**src/rtl/if_fetch_unit.sv**
```systemverilog
// Instruction-fetch stage: owns the PC, runs a level-req / pulse-ack handshake to
// instruction memory, absorbs ID stalls in a one-entry skid and flushes on EX redirects.
module if_fetch_unit #(
  parameter logic [31:0] RESET_PC = 32'h0000_0000,
  parameter logic [31:0] NOP_INST = 32'h0000_0000
) (
  input  logic        Clk,
  input  logic        Reset,
  input  logic        Stall,
  input  logic        Redirect,
  input  logic [31:0] Redirect_PC,
  output logic        IMem_Req,
  output logic [31:0] IMem_Addr,
  input  logic        IMem_Ack,
  input  logic [31:0] IMem_Data,
  output logic [31:0] O_PC,
  output logic [31:0] O_PC4,
  output logic [31:0] O_Inst,
  output logic        O_Valid,
  output logic        IF_ID_EN
);

  typedef enum logic [1:0] {REQ, HOLD, DRAIN} state_t;

  state_t      state, state_nxt;
  logic [31:0] pc, pc_nxt;
  logic [31:0] pc_o, pc_o_nxt;
  logic [31:0] inst_o, inst_o_nxt;
  logic        o_valid, o_valid_nxt;
  logic [31:0] pc_s, pc_s_nxt;
  logic [31:0] inst_s, inst_s_nxt;
  logic        s_valid, s_valid_nxt;
  logic [31:0] drain_addr, drain_addr_nxt;
  logic        consume;
  logic        ack;

  assign IMem_Req  = ((state == REQ) || (state == DRAIN)) && !Reset;
  assign IMem_Addr = (state == DRAIN) ? drain_addr : pc;
  assign O_PC      = pc_o;
  assign O_PC4     = pc_o + 32'd4;
  assign O_Valid   = o_valid;
  assign O_Inst    = (o_valid && !Redirect) ? inst_o : NOP_INST;
  assign IF_ID_EN  = !Stall || Redirect;
  assign consume   = o_valid && !Stall && !Redirect;
  // Acks that arrive without an active request (HOLD, reset) are stale and ignored.
  assign ack       = IMem_Ack && IMem_Req;

  always_comb begin
    state_nxt      = state;
    pc_nxt         = pc;
    pc_o_nxt       = pc_o;
    inst_o_nxt     = inst_o;
    o_valid_nxt    = o_valid;
    pc_s_nxt       = pc_s;
    inst_s_nxt     = inst_s;
    s_valid_nxt    = s_valid;
    drain_addr_nxt = drain_addr;

    if (Redirect) begin
      pc_nxt      = Redirect_PC;
      o_valid_nxt = 1'b0;
      s_valid_nxt = 1'b0;
      inst_o_nxt  = NOP_INST;
      // A request still in flight must complete at its old address before refetching.
      if ((state == REQ) && !ack) begin
        state_nxt      = DRAIN;
        drain_addr_nxt = pc;
      end else if ((state == DRAIN) && !ack) begin
        state_nxt = DRAIN;
      end else begin
        state_nxt = REQ;
      end
    end else begin
      case (state)
        REQ: begin
          if (ack) begin
            pc_nxt = pc + 32'd4;
            if (!o_valid || consume) begin
              pc_o_nxt    = pc;
              inst_o_nxt  = IMem_Data;
              o_valid_nxt = 1'b1;
            end else begin
              pc_s_nxt    = pc;
              inst_s_nxt  = IMem_Data;
              s_valid_nxt = 1'b1;
              state_nxt   = HOLD;
            end
          end else if (consume) begin
            o_valid_nxt = 1'b0;
            inst_o_nxt  = NOP_INST;
          end
        end
        HOLD: begin
          if (consume) begin
            pc_o_nxt    = pc_s;
            inst_o_nxt  = inst_s;
            s_valid_nxt = 1'b0;
            state_nxt   = REQ;
          end
        end
        DRAIN: begin
          if (ack) state_nxt = REQ;
        end
        default: state_nxt = REQ;
      endcase
    end
  end

  always_ff @(posedge Clk) begin
    if (Reset) begin
      state   <= REQ;
      pc      <= RESET_PC;
      pc_o    <= 32'h0000_0000;
      inst_o  <= NOP_INST;
      o_valid <= 1'b0;
      s_valid <= 1'b0;
    end else begin
      state   <= state_nxt;
      pc      <= pc_nxt;
      pc_o    <= pc_o_nxt;
      inst_o  <= inst_o_nxt;
      o_valid <= o_valid_nxt;
      s_valid <= s_valid_nxt;
    end
  end

  // Skid payload and drain address are qualified by state, so they need no reset.
  always_ff @(posedge Clk) begin
    pc_s       <= pc_s_nxt;
    inst_s     <= inst_s_nxt;
    drain_addr <= drain_addr_nxt;
  end

endmodule

```
**config.mk**
```make
export PLATFORM = sky130hd
export DESIGN_NAME = if_fetch_unit
export DESIGN_NICKNAME = d
export VERILOG_FILES = /design/src/rtl/if_fetch_unit.sv
export SDC_FILE = /design/constraint.sdc
export NUM_CORES = 1
export LEC_CHECK = 0
export CAP_MARGIN = 5
export CELL_PAD_IN_SITES_DETAIL_PLACEMENT = 0
export CELL_PAD_IN_SITES_GLOBAL_PLACEMENT = 1
export CORE_MARGIN = 2
export CORE_UTILIZATION = 30
export DETAILED_ROUTE_END_ITERATION = 16
export GPL_TIMING_DRIVEN = 0
export PLACE_DENSITY_LB_ADDON = 0.2
export SLEW_MARGIN = 20
export SYNTH_ARGS = -nofsm -noshare
export SYNTH_HDL_FRONTEND = slang
export SYNTH_SLANG_ARGS = --single-unit
```
**constraint.sdc**
```tcl
create_clock -name Clk -period 5.8 [get_ports Clk]
set_input_delay 1.16 -clock Clk [delete_from_list [all_inputs] [get_ports Clk]]
set_output_delay 1.16 -clock Clk [all_outputs]
set_load 0.02 [all_outputs]
```
### Yosys cells after proc, flatten, opt, wreduce, memory -nomap -nowiden

Index checks and enable logic that the tools add are counted.

| cells by class | value |
|---|---|
| $add $sub $neg | 2 |
| multiplexer cells | 25 |
| eq/ne operators | 12 |
| reductions and logical operators | 28 |
| bitwise operators | 2 |

Operators with widths:

| kind | number |
|---|---|
| two-way mux 32 bit | 12 |
| case mux 32 bit (2 select lines) | 2 |
| adder 32 x 3 -> 32 bit (second input constant) | 2 |
| inequality test 3 bit (second input constant) | 5 |
| two-way mux 2 bit | 7 |
| AND reduction 4 bit | 3 |
| nonzero test 2 bit | 4 |
| logical AND 1 bit | 7 |
| case mux 2 bit (3 select lines) | 1 |
| logical NOT 1 bit | 5 |
| AND reduction 5 bit | 1 |
| inequality test 2 x 1 -> 1 bit (second input constant) | 2 |
| inequality test 2 bit (second input constant) | 2 |
| AND reduction 2 bit | 2 |
| logical OR 1 bit | 3 |
| two-way mux 1 bit | 3 |
| inequality test 3 x 2 -> 1 bit (second input constant) | 1 |
| AND reduction 3 bit | 1 |
| equality test 2 x 1 -> 1 bit (second input constant) | 1 |
| equality test 2 bit (second input constant) | 1 |
| logical NOT 2 bit | 1 |
| NOT 1 bit | 2 |
| OR reduction 2 bit | 1 |

| word-level totals | value |
|---|---|
| register bits | 195 |
| logic and storage cells | 77 |
| output and inout port bits | 131 |
| bits of input ports | 69 |

### Longest topological paths before layout

Gate-level depths: netlist of run 1.

| logic depth | value |
|---|---|
| word-level depth | 9 |
| mapped depth | 7 |
| gate-level depth less buffers | 6 |

### Least setup slack after synthesis of run 1

OpenSTA, ideal clock, no wires.

| timing | value |
|---|---|
| path type | input -> register |
| from | in Redirect |
| to | reg drain_addr[0] (enable) |
| setup slack | 0.204 ns |
| path buffers | 3 |
| data required time | 5.299 ns |
| arrival time | 5.095 ns |
| cell stages on the path | 5 |
| setup time | 0.501 ns |
| cell sequence | clkbuf_1 -> inv_1 -> clkbuf_1 -> buf_1 -> nor4_1 |

| on the way | value |
|---|---|
| longest elaborated chain between the ends | 1 |

RTL lines:

| item | RTL line | source |
|---|---|---|
| from (decl) | 10 | `input logic Redirect,` |
| AND reduction 2 bit (no source line) | n/a |  |
| to (signal assigned) | 131 | `drain_addr <= drain_addr_nxt;` |
| to (decl) | 33 | `logic [31:0] drain_addr, drain_addr_nxt;` |

Every way passes these cells.
A chain may end at the register's enable or synchronous reset.

### Worst setup path after layout of run 1

| timing | value |
|---|---|
| from | in Reset |
| to | out IMem_Req |

| on the way | value |
|---|---|
| longest elaborated chain between the ends | 2 |

RTL lines:

| item | RTL line | source |
|---|---|---|
| from (decl) | 8 | `input logic Reset,` |
| logical NOT 1 bit | 37 | `assign IMem_Req = ((state == REQ) \|\| (state == DRAIN)) && !Reset;` |
| logical AND 1 bit | 37 |  |
| to (decl) | 12 | `output logic IMem_Req,` |

Every way passes these cells.

==> metrics.txt, run 1 <==
TritonCTS buffer count=17; CP startpoint kind=input pin; f_max=216 MHz; Fill cells=between 2000 and 3000; core area=about 29000 sq um; via/cell ratio=4.75; die width=roughly 170 um; power per cell area=between 200 and 300 nW/um^2; Logic pwr share=approximately 13%; routed wire length=24500 um; CP max stage cell=clkbuf_1; H-Tree Depth=4; row count=62; gp weighted congestion=just under 0.8; Worst-Skew Late Latency=0.44 ns; Multi-input gate area=roughly 3500 sq um; post-cts resize count=0; CP max FO=10; Worst Hold Class=reg2reg; Int Pwr=between 2000 and 2500 uW; Synth Area per Inst=11.1 sq um; root buffer cell=clkbuf_16; peak supply drop=0.143 mV; Post-Syn Instances=~770; height of the die=about 170 um; Non-Filler Instances=roughly 1400; Yosys reg bits=between 150 and 200; IO Count=200; min cycle time layout=about 4.6 ns; largest net degree at the start of global routing=34; WP buf/inv=4; actual slew at the worst max-slew pin=1.03 ns; Area Overhead vs Synth=36.5%; Mapped Nets=845; initial antenna violation count=3; # hold bufs at CTS=0; sequential share of the synthesized area=56.4%; net switching power=approximately 870 uW; placed insts=~1400; post-DR wirelength/cell=around 18 um; GRT overflow=0; drt first pass iters=4; DRT antenna net count=0; post-CTS setup buffers=0; Critical Path RT=4.64 ns; Fin. Hold Viols=0; setup TNS=0 ns; DP Wirelength=roughly 18000 um; clock share of power=38.3%; slowest cell delay on critical path=between 0.6 and 0.7 ns; via count=6623; Final Max Tran Viols=0; static leakage=slightly below 0.004 uW; Period Utilization, post-route=between 70 and 80%; first-pass GRT wire length=~38000 um; vias in the first global route=6622; nets=between 1000 and 1500; Post-Syn Area=roughly 8600 sq um; Reg power frac=between 40% and 50%; initial DRC count=367; register area=around 4900 sq um; outcome=completed; CTS tree=done; clock slew at reported path FFs=approximately 0.070 ns; Max-Cap Viols=0; relative slew slack=roughly 31%; Initial Utilization=about 30%; Critical Path, Cell by Cell=clkbuf_1 > clkbuf_1 > buf_1 > nor2_1 > clkdlybuf4s50_1; GRT Total Usage=between 15 and 20%; layout cell share with drive strength beyond 1=roughly 8.9%; Die ar.=30100 sq um; synth warn=0; clock skew=~0.012 ns; Sw Ratio=27.6%; Remaining DRCs=0; Max Root-Sink Buffers=2; Sink Count=about 200; unrepaired setup endpoints after global routing=no; number of distinct library cells after synthesis=43; critical path class=in2out; Worst Path Arrival=between 3 and 4 ns; final setup vio count=0; number of port buffers=between 150 and 200; critical path's top delay family=buffers and inverters; critical path's most frequent cell=clkbuf_1; critical path endpoint category=output pin
flip-flops by register name, summed over array words and instances, names as in the netlist:
name / count
O_PC: 32
O_Valid: 1
drain_addr: 32
inst_o: 32
inst_s: 32
pc: 32
pc_s: 32
state: 2
final timing paths:
kind / cells after the start / start / slack, ns / to
max: 5 / Reset / 1.16 / IMem_Req
min: 0 / pc[4] / 0.46 / drain_addr[4]
max reg2reg: 6 / pc[3] / 3.07 / pc[24]
min reg2reg: 0 / pc[4] / 0.46 / drain_addr[4]
metal layers:
layer | routed length, um | part of all wire, % | track usage, % | vias up
met5 | 13 | 0.053 | 0 | -
met4 | 218 | 0.89 | 3.54 | 2
met3 | 1630 | 6.7 | 5.31 | 14
met2 | 11100 | 45 | 25.9 | 181
met1 | 11500 | 47 | 21.9 | 3089
li1 | - | - | - | 3337
layout by cell type (no fill, tap or decap), types with 10 or more instances in the layout:
| master | n |
|---|---|
| nor2_1 | 107 |
| xnor2_1 | 27 |
| mux2i_1 | 35 |
| nand3_1 | 19 |
| clkbuf_16 | 17 |
| and3_1 | 39 |
| clkdlybuf4s50_1 | 197 |
| edfxtp_1 | 96 |
| and4_1 | 10 |
| mux2_2 | 31 |
| dfxtp_1 | 99 |
| nand4_1 | 25 |
| xor2_1 | 26 |
| nand2_1 | 29 |
| a22oi_1 | 32 |
| clkbuf_1 | 47 |
| a211oi_1 | 85 |
through the flow:
stage          worst slack [ns]  instance area (sq um)  util (%)  total power, uW  hold WS, ns
6_report                   1.16                  11800      41.2             3160        0.457
5_1_grt                    1.00                  11800      41.2             3300        0.486
4_1_cts                    1.10                  11800      41.2             3200        0.456
3_5_place_dp               1.10                  11100      39.0             1990        0.437
3_3_place_gp              -2.21                  11100      38.8             1980        0.431
2_1_floorplan             0.204                   8630         -             1780        0.425
synthesized netlist by cell type:
cell | instances | area, sq um
inv_1 | 6 | 22.5
nor2_1 | 107 | 402
a211oi_1 | 85 | 638
nor4_1 | 5 | 31.3
nor2b_1 | 2 | 12.5
a211oi_2 | 1 | 12.5
buf_2 | 4 | 20.0
clkbuf_2 | 1 | 5.00
xnor2_1 | 27 | 236
or3b_1 | 1 | 8.76
o41ai_1 | 1 | 8.76
nor3b_1 | 1 | 7.51
nand3_1 | 19 | 95.1
dfxtp_1 | 99 | 1980
a21oi_2 | 1 | 8.76
and3_1 | 40 | 250
o31a_1 | 1 | 8.76
o21ai_0 | 2 | 10.0
buf_6 | 1 | 11.3
a311oi_1 | 1 | 8.76
or2_2 | 3 | 18.8
ha_1 | 2 | 25.0
mux2i_1 | 35 | 350
buf_4 | 2 | 15.0
xor2_1 | 26 | 228
nor3_2 | 2 | 20.0
nor3b_2 | 1 | 12.5
or3_1 | 1 | 6.26
nor4_4 | 2 | 42.5
a31oi_1 | 3 | 18.8
and2_1 | 1 | 6.26
and4_1 | 10 | 87.6
or4b_1 | 1 | 10.0
mux2_2 | 31 | 349
buf_1 | 5 | 18.8
o21ai_1 | 1 | 5.00
clkbuf_1 | 47 | 176
a21oi_1 | 8 | 40.0
nand4_1 | 25 | 156
nand2_1 | 29 | 109
a22oi_1 | 32 | 240
edfxtp_1 | 96 | 2880
nor3_1 | 6 | 30.0
power groups by stage:
stage / Combinational [uW] / Clock, uW / Sequential, uW
floorplan: 197 / 0 / 1580
global placement: 399 / 0 / 1580
detailed placement: 402 / 0 / 1590
CTS: 404 / 1250 / 1550
global route: 432 / 1300 / 1560
finish: 398 / 1210 / 1550
cell type report:
| cell class | instances | share of cell area, % |
|---|---|---|
| antenna | 2 | 0.0425 |
| inverter | 6 | 0.191 |
| timing repair buffer | 203 | 17.2 |
| buffer | 60 | 2.09 |
| clock inverter | 14 | 1.56 |
| tap | 384 | 4.08 |
| multi-input combinational | 513 | 29.8 |
| sequential | 195 | 41.3 |
| clock buffer | 18 | 3.73 |
cells by family (layout without fill, tap and decap cells):
logic type                 count (synthesis)  after routing  synth area share [%]
AOI/OAI and AO/OA                        136            136                  11.6
muxes                                     66             66                  8.11
adders and majority gates                  2              2                 0.290
xor gates and xnor gates                  53             53                  5.38
DFF                                      195            195                  56.4
buffers and inverters                     66            301                  3.12
and+or+nand+nor                          256            256                  15.1
other                                      0              2                     0
No activity file was read; power rests on OpenSTA's default activity.
==> run 2: changes to the inputs <==
==> constraint.sdc (replaced) <==
create_clock -name Clk -period 4.4 [get_ports Clk]
set_input_delay 0.88 -clock Clk [delete_from_list [all_inputs] [get_ports Clk]]
set_output_delay 0.88 -clock Clk [all_outputs]
set_load 0.02 [all_outputs]
==> metrics.txt, run 2 (synthesized netlist as in run 1, its figures left out) <==
clock skew=0.0150 ns (+0.00259 ns); top sig layer=met5; clock slew at reported path FFs=0.08 ns (about the same); gp weighted congestion=0.789 (+1.3%); Critical Path, Cell by Cell=nand4_1 > nor4_1 > and4_1 > nand4_1 > xnor2_1 > clkdlybuf4s50_1; relative slew slack=30.7% (-0.11 points); dpl ws=0.221 ns (-0.881 ns); vias in the first global route=6749 (+1.9%); CTS tree=done; most frequent cells in the layout=197 x clkdlybuf4s50_1, 107 x nor2_1, 99 x dfxtp_1; RR Endpoint=pc[24]; TritonCTS buffer count=17 (unchanged); peak supply drop=0.206 mV (+44%); Initial Utilization=30.2% (unchanged); Worst Hold Class=reg2reg; height of the die=174 um (unchanged); Worst R2R Start=pc[3]; die width=174 um (unchanged); commonest non-fill, non-tap cell in the layout=clkdlybuf4s50_1; layout cell share with drive strength beyond 1=8.64% (-0.28 points); R2R Setup Slk=1.64 ns (-1.43 ns); GRT Total Usage=16.3% (about the same); nets=1065 (-0.19%); CP max FO=6 (-4); GRT overflow=0 (unchanged); power per cell area=351 nW/um^2 (+31%); static leakage=0.00390 uW (-0.32%); slowest cell delay on critical path=0.88 ns (+0.24 ns); Worst-Skew Late Latency=0.44 ns (about the same); row count=62 (unchanged); Max Root-Sink Buffers=2 (unchanged); Sink Count=195 (unchanged); actual slew at the worst max-slew pin=1.03 ns (+0.00163 ns); Fin. Hold Viols=0 (unchanged); f_max=242 MHz; Worst Path Arrival=3.26 ns (-0.22 ns); H-Tree Depth=4 (unchanged); Die ar.=30100 sq um (unchanged); Hold Path Origin=pc[4]; critical path's most frequent cell=nand4_1; DP Wirelength=18300 um (-0.31%); CP startpoint kind=flip-flop; first-pass GRT wire length=38600 um (+1.0%); via count=6658 (+0.53%); met2 wire length=11100 um (about the same); routed wire length=24500 um (+0.18%); Critical Path RT=3.52 ns (-1.12 ns); CP max stage cell=nor4_1; core area=28500 sq um (unchanged); number of port buffers=197 (unchanged); largest net degree at the start of global routing=34 (unchanged); Worst Hold Path EP=drain_addr[4]; unrepaired setup endpoints after global routing=no; critical path endpoint category=output pin; Hold Path Depth=0 (unchanged); initial DRC count=356 (-3.0%); critical path class=reg2out; met1 wire length=11600 um (+1.2%); root buffer cell=clkbuf_16; Period Utilization, post-route=roughly 94%; Worst R2R Path Depth=6 (unchanged); Final Max Tran Viols=0 (unchanged); post-CTS setup buffers=0 (unchanged); DRT antenna net count=0 (unchanged); via/cell ratio=4.78 (+0.67%); # hold bufs at CTS=0 (unchanged); outcome=completed; drt first pass iters=5 (+1); final setup margin=0.260 ns (-0.904 ns); Design Power=4120 uW (+30%); Max-Cap Viols=0 (unchanged); Area Overhead vs Synth=36.2%; IO Count=200 (unchanged); min cycle time layout=4.14 ns; final setup vio count=0 (unchanged); met3 WL=1490 um (-8.9%); initial antenna violation count=3 (unchanged); Remaining DRCs=0 (unchanged); post-cts resize count=0 (unchanged); post-DR wirelength/cell=17.6 um (+0.33%)
## run 2: how the worst max path moves through the flow
stage                     end  cells after the start     start  slack, ns
6_report            O_PC4[31]                      6   O_PC[4]       0.26
5_1_grt             O_PC4[31]                      6   O_PC[6]       0.04
4_1_cts             O_PC4[31]                      6   O_PC[2]       0.12
3_5_place_dp       O_Inst[30]                      6  Redirect       0.22
3_3_place_gp   drain_addr[31]                      5  Redirect      -1.25
2_1_floorplan   drain_addr[0]                      5  Redirect       0.42
## run 2: final cells by class
class	count	area (sq um)
Buffer	60	246
Fill cell	2867	16800
Sequential cell	195	4860
Timing Repair Buffer	201	2030
Inverter	6	22.5
Tap cell	384	480
Multi-Input combinational cell	513	3520
Antenna cell	2	5.00
Clock inverter	14	160
Clock buffer	18	429
## run 2: power by group
group | switching, uW | total, uW | internal, uW | leakage, uW
Combinational | 275 | 528 | 253 | 0.00190
Sequential | 73.4 | 2050 | 1970 | 0.00171
Clock | 780 | 1550 | 766 | 0.000287
## run 2: worst max-delay path: cells and delay by family (launching register included)
kind | cells | cell delay [ns]
XOR/XNOR | 1 | 0.16
buffers and inverters | 1 | 0.62
flip-flops | 1 | 0.44
AND/OR/NAND/NOR | 4 | 1.61
## run 2: through the flow
stage          setup TNS, ns  utilization, %  hold slack, ns  area (sq um)  std cells
3_3_place_gp          -90.52            38.8           0.432         11100       1355
6_report                   0            41.2           0.462         11800       1393
4_1_cts                    0            41.2           0.456         11800       1391
2_1_floorplan              0               -           0.425          8630        774
3_5_place_dp               0            39.1           0.438         11200       1359
5_1_grt                    0            41.2           0.481         11800       1391
## run 2: metal layers
metal	track usage, %	vias up
met5	0	-
met4	4.17	4
met1	22.1	3111
met2	26.1	176
met3	4.21	17
li1	-	3350
==> run 3: changes to the inputs <==
--- a/config.mk
+++ b/config.mk
@@ -8,7 +8,6 @@
 export CAP_MARGIN = 5
 export CELL_PAD_IN_SITES_DETAIL_PLACEMENT = 0
 export CELL_PAD_IN_SITES_GLOBAL_PLACEMENT = 1
-export CORE_MARGIN = 2
 export CORE_UTILIZATION = 30
 export DETAILED_ROUTE_END_ITERATION = 16
 export GPL_TIMING_DRIVEN = 0
==> metrics.txt, run 3 (synthesized netlist as in run 1, its figures left out) <==
H-Tree Depth=4 (unchanged); final setup margin=0.221 ns (-0.0388 ns); Fin. Hold Viols=0 (unchanged); Worst R2R Start=pc[2]; critical path class=in2out; clock slew at reported path FFs=0.07 ns (about the same); clock skew=0.0132 ns (-0.00180 ns); initial DRC count=396 (+11%); Area Overhead vs Synth=36.5%; critical path's top delay family=buffers and inverters; root buffer cell=clkbuf_16; initial antenna violation count=4 (+1); largest net degree at the start of global routing=34 (unchanged); Worst Path Arrival=3.30 ns (+0.04 ns); power per cell area=352 nW/um^2 (+0.44%); first-pass GRT wire length=37300 um (-3.3%); commonest non-fill, non-tap cell in the layout=clkdlybuf4s50_1; CP max stage cell=clkbuf_1; Max Root-Sink Buffers=2 (unchanged); peak supply drop=0.185 mV (-10%); outcome=completed; GRT Total Usage=16.9% (+0.61 points); static leakage=0.00391 uW (+0.31%); CTS tree=done; via count=6565 (-1.4%); Initial Utilization=30.8% (+0.58 points); Worst Hold Class=reg2reg; post-DR wirelength/cell=17.7 um (+0.41%); vias in the first global route=6513 (-3.5%); critical path endpoint category=output pin; core area=28000 sq um (-1.9%); die width=172 um (-1.2%); WHS=0.458 ns (-0.00378 ns); DP Wirelength=18200 um (-0.19%); TritonCTS buffer count=17 (unchanged); register area=4860 sq um (unchanged); most frequent cells in the layout=197 x clkdlybuf4s50_1, 107 x nor2_1, 99 x dfxtp_1; relative slew slack=33.2% (+2.5 points); slowest cell delay on critical path=0.72 ns (-0.16 ns); GRT overflow=0 (unchanged); post-CTS setup buffers=0 (unchanged); critical path's most frequent cell=clkbuf_1; # hold bufs at CTS=0 (unchanged); WP buf/inv=4 (+3); Period Utilization, post-route=95.0% (+0.88 points); Non-Filler Instances=1387 (-0.43%); Die ar.=29400 sq um (-2.3%); Hold Path Depth=0 (unchanged); CP startpoint kind=input pin; IO Count=200 (unchanged); Critical Path, Cell by Cell=clkbuf_1 > clkbuf_1 > buf_1 > nor2_1 > clkdlybuf4s50_1; gp weighted congestion=0.749 (-5.1%); layout cell share with drive strength beyond 1=8.84% (+0.20 points); CP max FO=10 (+4); Hold Path Origin=pc[4]; Max-Cap Viols=0 (unchanged); Worst-Skew Late Latency=0.44 ns (about the same); Multi-input gate area=3530 sq um (+0.18%); drt first pass iters=4 (-1); Final Max Tran Viols=0 (unchanged); Worst Hold Path EP=drain_addr[4]; height of the die=172 um (-1.2%); f_max=239 MHz (-0.93%); via/cell ratio=4.73 (-0.97%); Worst R2R Path Depth=6 (unchanged); dpl ws=0.254 ns (+0.0328 ns); setup TNS=0 ns (unchanged); Fill cells=2766 (-3.5%); number of port buffers=197 (unchanged); routed wire length=24500 um (about the same); Remaining DRCs=0 (unchanged); post-cts resize count=0 (unchanged); RR Endpoint=pc[24]; actual slew at the worst max-slew pin=0.993 ns (-0.0379 ns); Critical Path RT=3.52 ns (about the same); final setup vio count=0 (unchanged); R2R Setup Slk=1.65 ns (about the same); nets=1065 (unchanged); Sink Count=195 (unchanged); row count=61 (-1.6%); DRT antenna net count=0 (unchanged); unrepaired setup endpoints after global routing=no; placed insts=1353 (-0.44%); min cycle time layout=4.18 ns (+0.0388 ns)
[run 3: cell types whose count changed in the layout (fill, tap and decap cells not counted), sizes merged]
cell    before  now
clkbuf      66   65
clkinv       7    9
inv         13   12
[run 3: worst max path at each step]
stage              from        endpoint  cells past startpoint
2_1_floorplan  Redirect   drain_addr[0]                      5
3_3_place_gp   Redirect  drain_addr[27]                      5
3_5_place_dp   Redirect      O_Inst[30]                      6
4_1_cts         O_PC[2]       O_PC4[31]                      6
5_1_grt        Redirect      O_Inst[30]                      6
6_report          Reset        IMem_Req                      5
[run 3: where the power goes]
group | leakage [uW] | total, uW | internal [uW] | switching, uW
registers | 0.00171 | 2050 | 1970 | 72.5
logic | 0.00190 | 528 | 253 | 275
clock network | 0.000298 | 1570 | 775 | 799
total | 0.00391 | 4150 | 3000 | 1150
[run 3: layer usage]
| metal | track usage (%) | wire, um |
|---|---|---|
| met3 | 4.74 | 1470 |
| met5 | 0 | 24 |
| met4 | 3.73 | 86 |
| met2 | 27.2 | 11300 |
| met1 | 22.5 | 11600 |
[run 3: metrics by stage]
| stage | utilization [%] | area, sq um | power [uW] |
|---|---|---|---|
| 4_1_cts | 42.0 | 11800 | 4200 |
| 6_report | 42.1 | 11800 | 4150 |
| 3_5_place_dp | 39.8 | 11200 | 2620 |
| 3_3_place_gp | 39.6 | 11100 | 2620 |
| 5_1_grt | 42.0 | 11800 | 4330 |
| 2_1_floorplan | - | 8630 | 2350 |
[run 3: cell type report]
type	count	area share, %
Sequential cell	195	41.3
Multi-Input combinational cell	513	29.9
Timing Repair Buffer	201	17.2
Tap cell	378	4.01
Clock buffer	17	3.61
Buffer	60	2.09
Clock inverter	15	1.59
Inverter	6	0.191
Antenna cell	2	0.0425
[run 3: worst reg2reg max path, stage by stage (launching register included)]
cell      delay (ns)
dfxtp_1         0.54
ha_1            0.26
nand4_1         0.28
nor4_1          0.93
nand4_1         0.22
xor2_1          0.21
a211oi_1        0.23
==> variant, RTL diff (flow settings as in run 1) <==
The 3 states of `state_t` get a one-hot encoding in 3 bits.
--- a/src/rtl/if_fetch_unit.sv
+++ b/src/rtl/if_fetch_unit.sv
@@ -22,3 +22,3 @@
 
-  typedef enum logic [1:0] {REQ, HOLD, DRAIN} state_t;
+  typedef enum logic [2:0] {REQ = 3'b001, HOLD = 3'b010, DRAIN = 3'b100} state_t;
 
Behaviour: same outputs for any inputs over 4 cycles, from zero or initial values and one cycle with Reset high; so few cycles prove little.
==> variant against run 1 <==
Worst setup slack worse by 0.096 ns; sequential cell count is 1 higher; final area is 1.2% higher; wire length is 8.0% higher; first-iteration DRC count is 3.5% higher; total power is 4.8% higher; sequential share of layout area is 0.33 points lower; synthesized area is 1.8% higher; global-route usage is 0.99 points higher; die area is 1.7% higher; critical endpoint unchanged; largest power group unchanged.
==> variant: results (changes against run 1) <==
[run_status]
outcome=complete, no violations  ; unchanged

[place]
io_buffer_count=198  ; was 197
count_of_placed_standard_cells_including_taps=1403  ; was 1361
dpl_cell_area_mm2=0.01131  ; was 0.01115 mm2

[layout]
drive_gt1_share_pct=7.612  ; was 8.920%
antennaDiodeCount=0  ; was 2
finish.net_count=1109  ; was 1067

[detailed_routing]
route.layer.met1.wl_mm=12.44  ; was 11.50 mm
route.final.wire_length_mm=26.42  ; was 24.45 mm
detailedRoute.firstPassIterationCount=7  ; was 4
drt-vias-per-instance=4.875  ; was 4.748
route.vias.total=6995  ; was 6623
drt_iter0_markers=380  ; was 367
top_signal_layer_used=met4  ; was met5
routed-wl-met2_mm=11.83  ; was 11.09 mm
met3_wirelength_mm=1.741  ; was 1.632 mm

[critical_path]
critical_path_s_slowest_cell=clkdlybuf4s50_1  ; was clkbuf_1
timing.reg2reg.setup_slack_ns=2.83  ; was 3.07 ns
reg2reg_to=O_PC[27]  ; was pc[24]
worst_r2r_startpoint=state[1]  ; was pc[3]
worstRegToRegCells=8  ; was 6
worst_path_largest_cell_delay_ns=0.60  ; was 0.64 ns
worstPathArrival_ns=3.57  ; was 3.48 ns

[global_routing]
grt_first_pass_wirelength_mm=40.90  ; was 38.23 mm
grt_util_all_layers_pct=17.33  ; was 16.35%
antenna_found_initial=0  ; was 3
grt_use_met3_pct=4.265  ; was 5.307%
globalRouteMet2Util_pct=27.16  ; was 25.88%
groute.layer.met1.usage_pct=23.87  ; was 21.89%
number_of_global_route_vias_before_repair=7080  ; was 6622

[sta]
worst_clock_skew_ns=0.01454  ; was 0.01236 ns
fin_worst_hold_slack_ns=0.4544  ; was 0.4570 ns
slew_at_the_pin_closest_to_its_max_slew_limit_ns=0.9300  ; was 1.029 ns

[worst_hold_path]
min-delay-start=pc[16]  ; was pc[4]
worst_hold_path.endpoint=drain_addr[16]  ; was drain_addr[4]

[power_and_ir_drop]
seqPwrFrac_pct=47.9  ; was 49.1%
power.leakage_nw=3.770  ; was 3.909 nW
power_density_mw_per_mm2=278.1  ; was 268.6 mW/mm2
intPower_mw=2.377  ; was 2.289 mW
power.share.combinational_pct=15.4  ; was 12.6%
peak_supply_drop_mv=0.1709  ; was 0.1426 mV

[logic_synthesis]
synth_fp_nets=885  ; was 845
synth.cells.most_frequent=103 x nor2_1, 100 x dfxtp_1, 96 x edfxtp_1  ; was 107 x nor2_1, 99 x dfxtp_1, 96 x edfxtp_1
synth.yosys.seq_area_share_pct=55.64  ; was 56.38%
synthXorXnorAreaFrac_pct=5.187  ; was 5.380%
synth.area.mux_share_pct=7.097  ; was 8.106%
synth-compound-area-share_pct=12.46  ; was 11.59%
synth-adder-area-share_pct=0.2850  ; was 0.2900%
ys_dominant_reg_cell=dfxtp_1  ; unchanged
postSynthAreaPerCell_um2=10.79  ; was 11.15 um2

[variant: how the worst max path moves through the flow]
stage	start	endpoint	slack, ns
detailed placement	Reset	IMem_Req	1.01
floorplan	Redirect	drain_addr[0]	0.38
global placement	Redirect	drain_addr[20]	-2.20
global route	Reset	IMem_Req	0.84
CTS	Reset	IMem_Req	1.0
finish	Reset	IMem_Req	1.07
[variant: logic make-up (layout without fill, tap and decap cells)]
group | count (synthesis) | in the layout
buf+inv | 68 | 305
compound gates | 151 | 151
fa+ha+maj | 2 | 2
xor+xnor | 52 | 52
mux | 59 | 59
simple gates | 286 | 286
flops | 196 | 196
[variant: area by class of cell]
class / instances / area [um2]
well taps: 384 / 480.5
inverters: 9 / 33.78
repair buffers: 205 / 2037
clock buffers: 18 / 429.2
flip-flops and latches: 196 / 4885
fillers: 2831 / 16860
multi-input cells: 550 / 3635
plain buffers: 59 / 237.7
clock inverters: 14 / 178.9
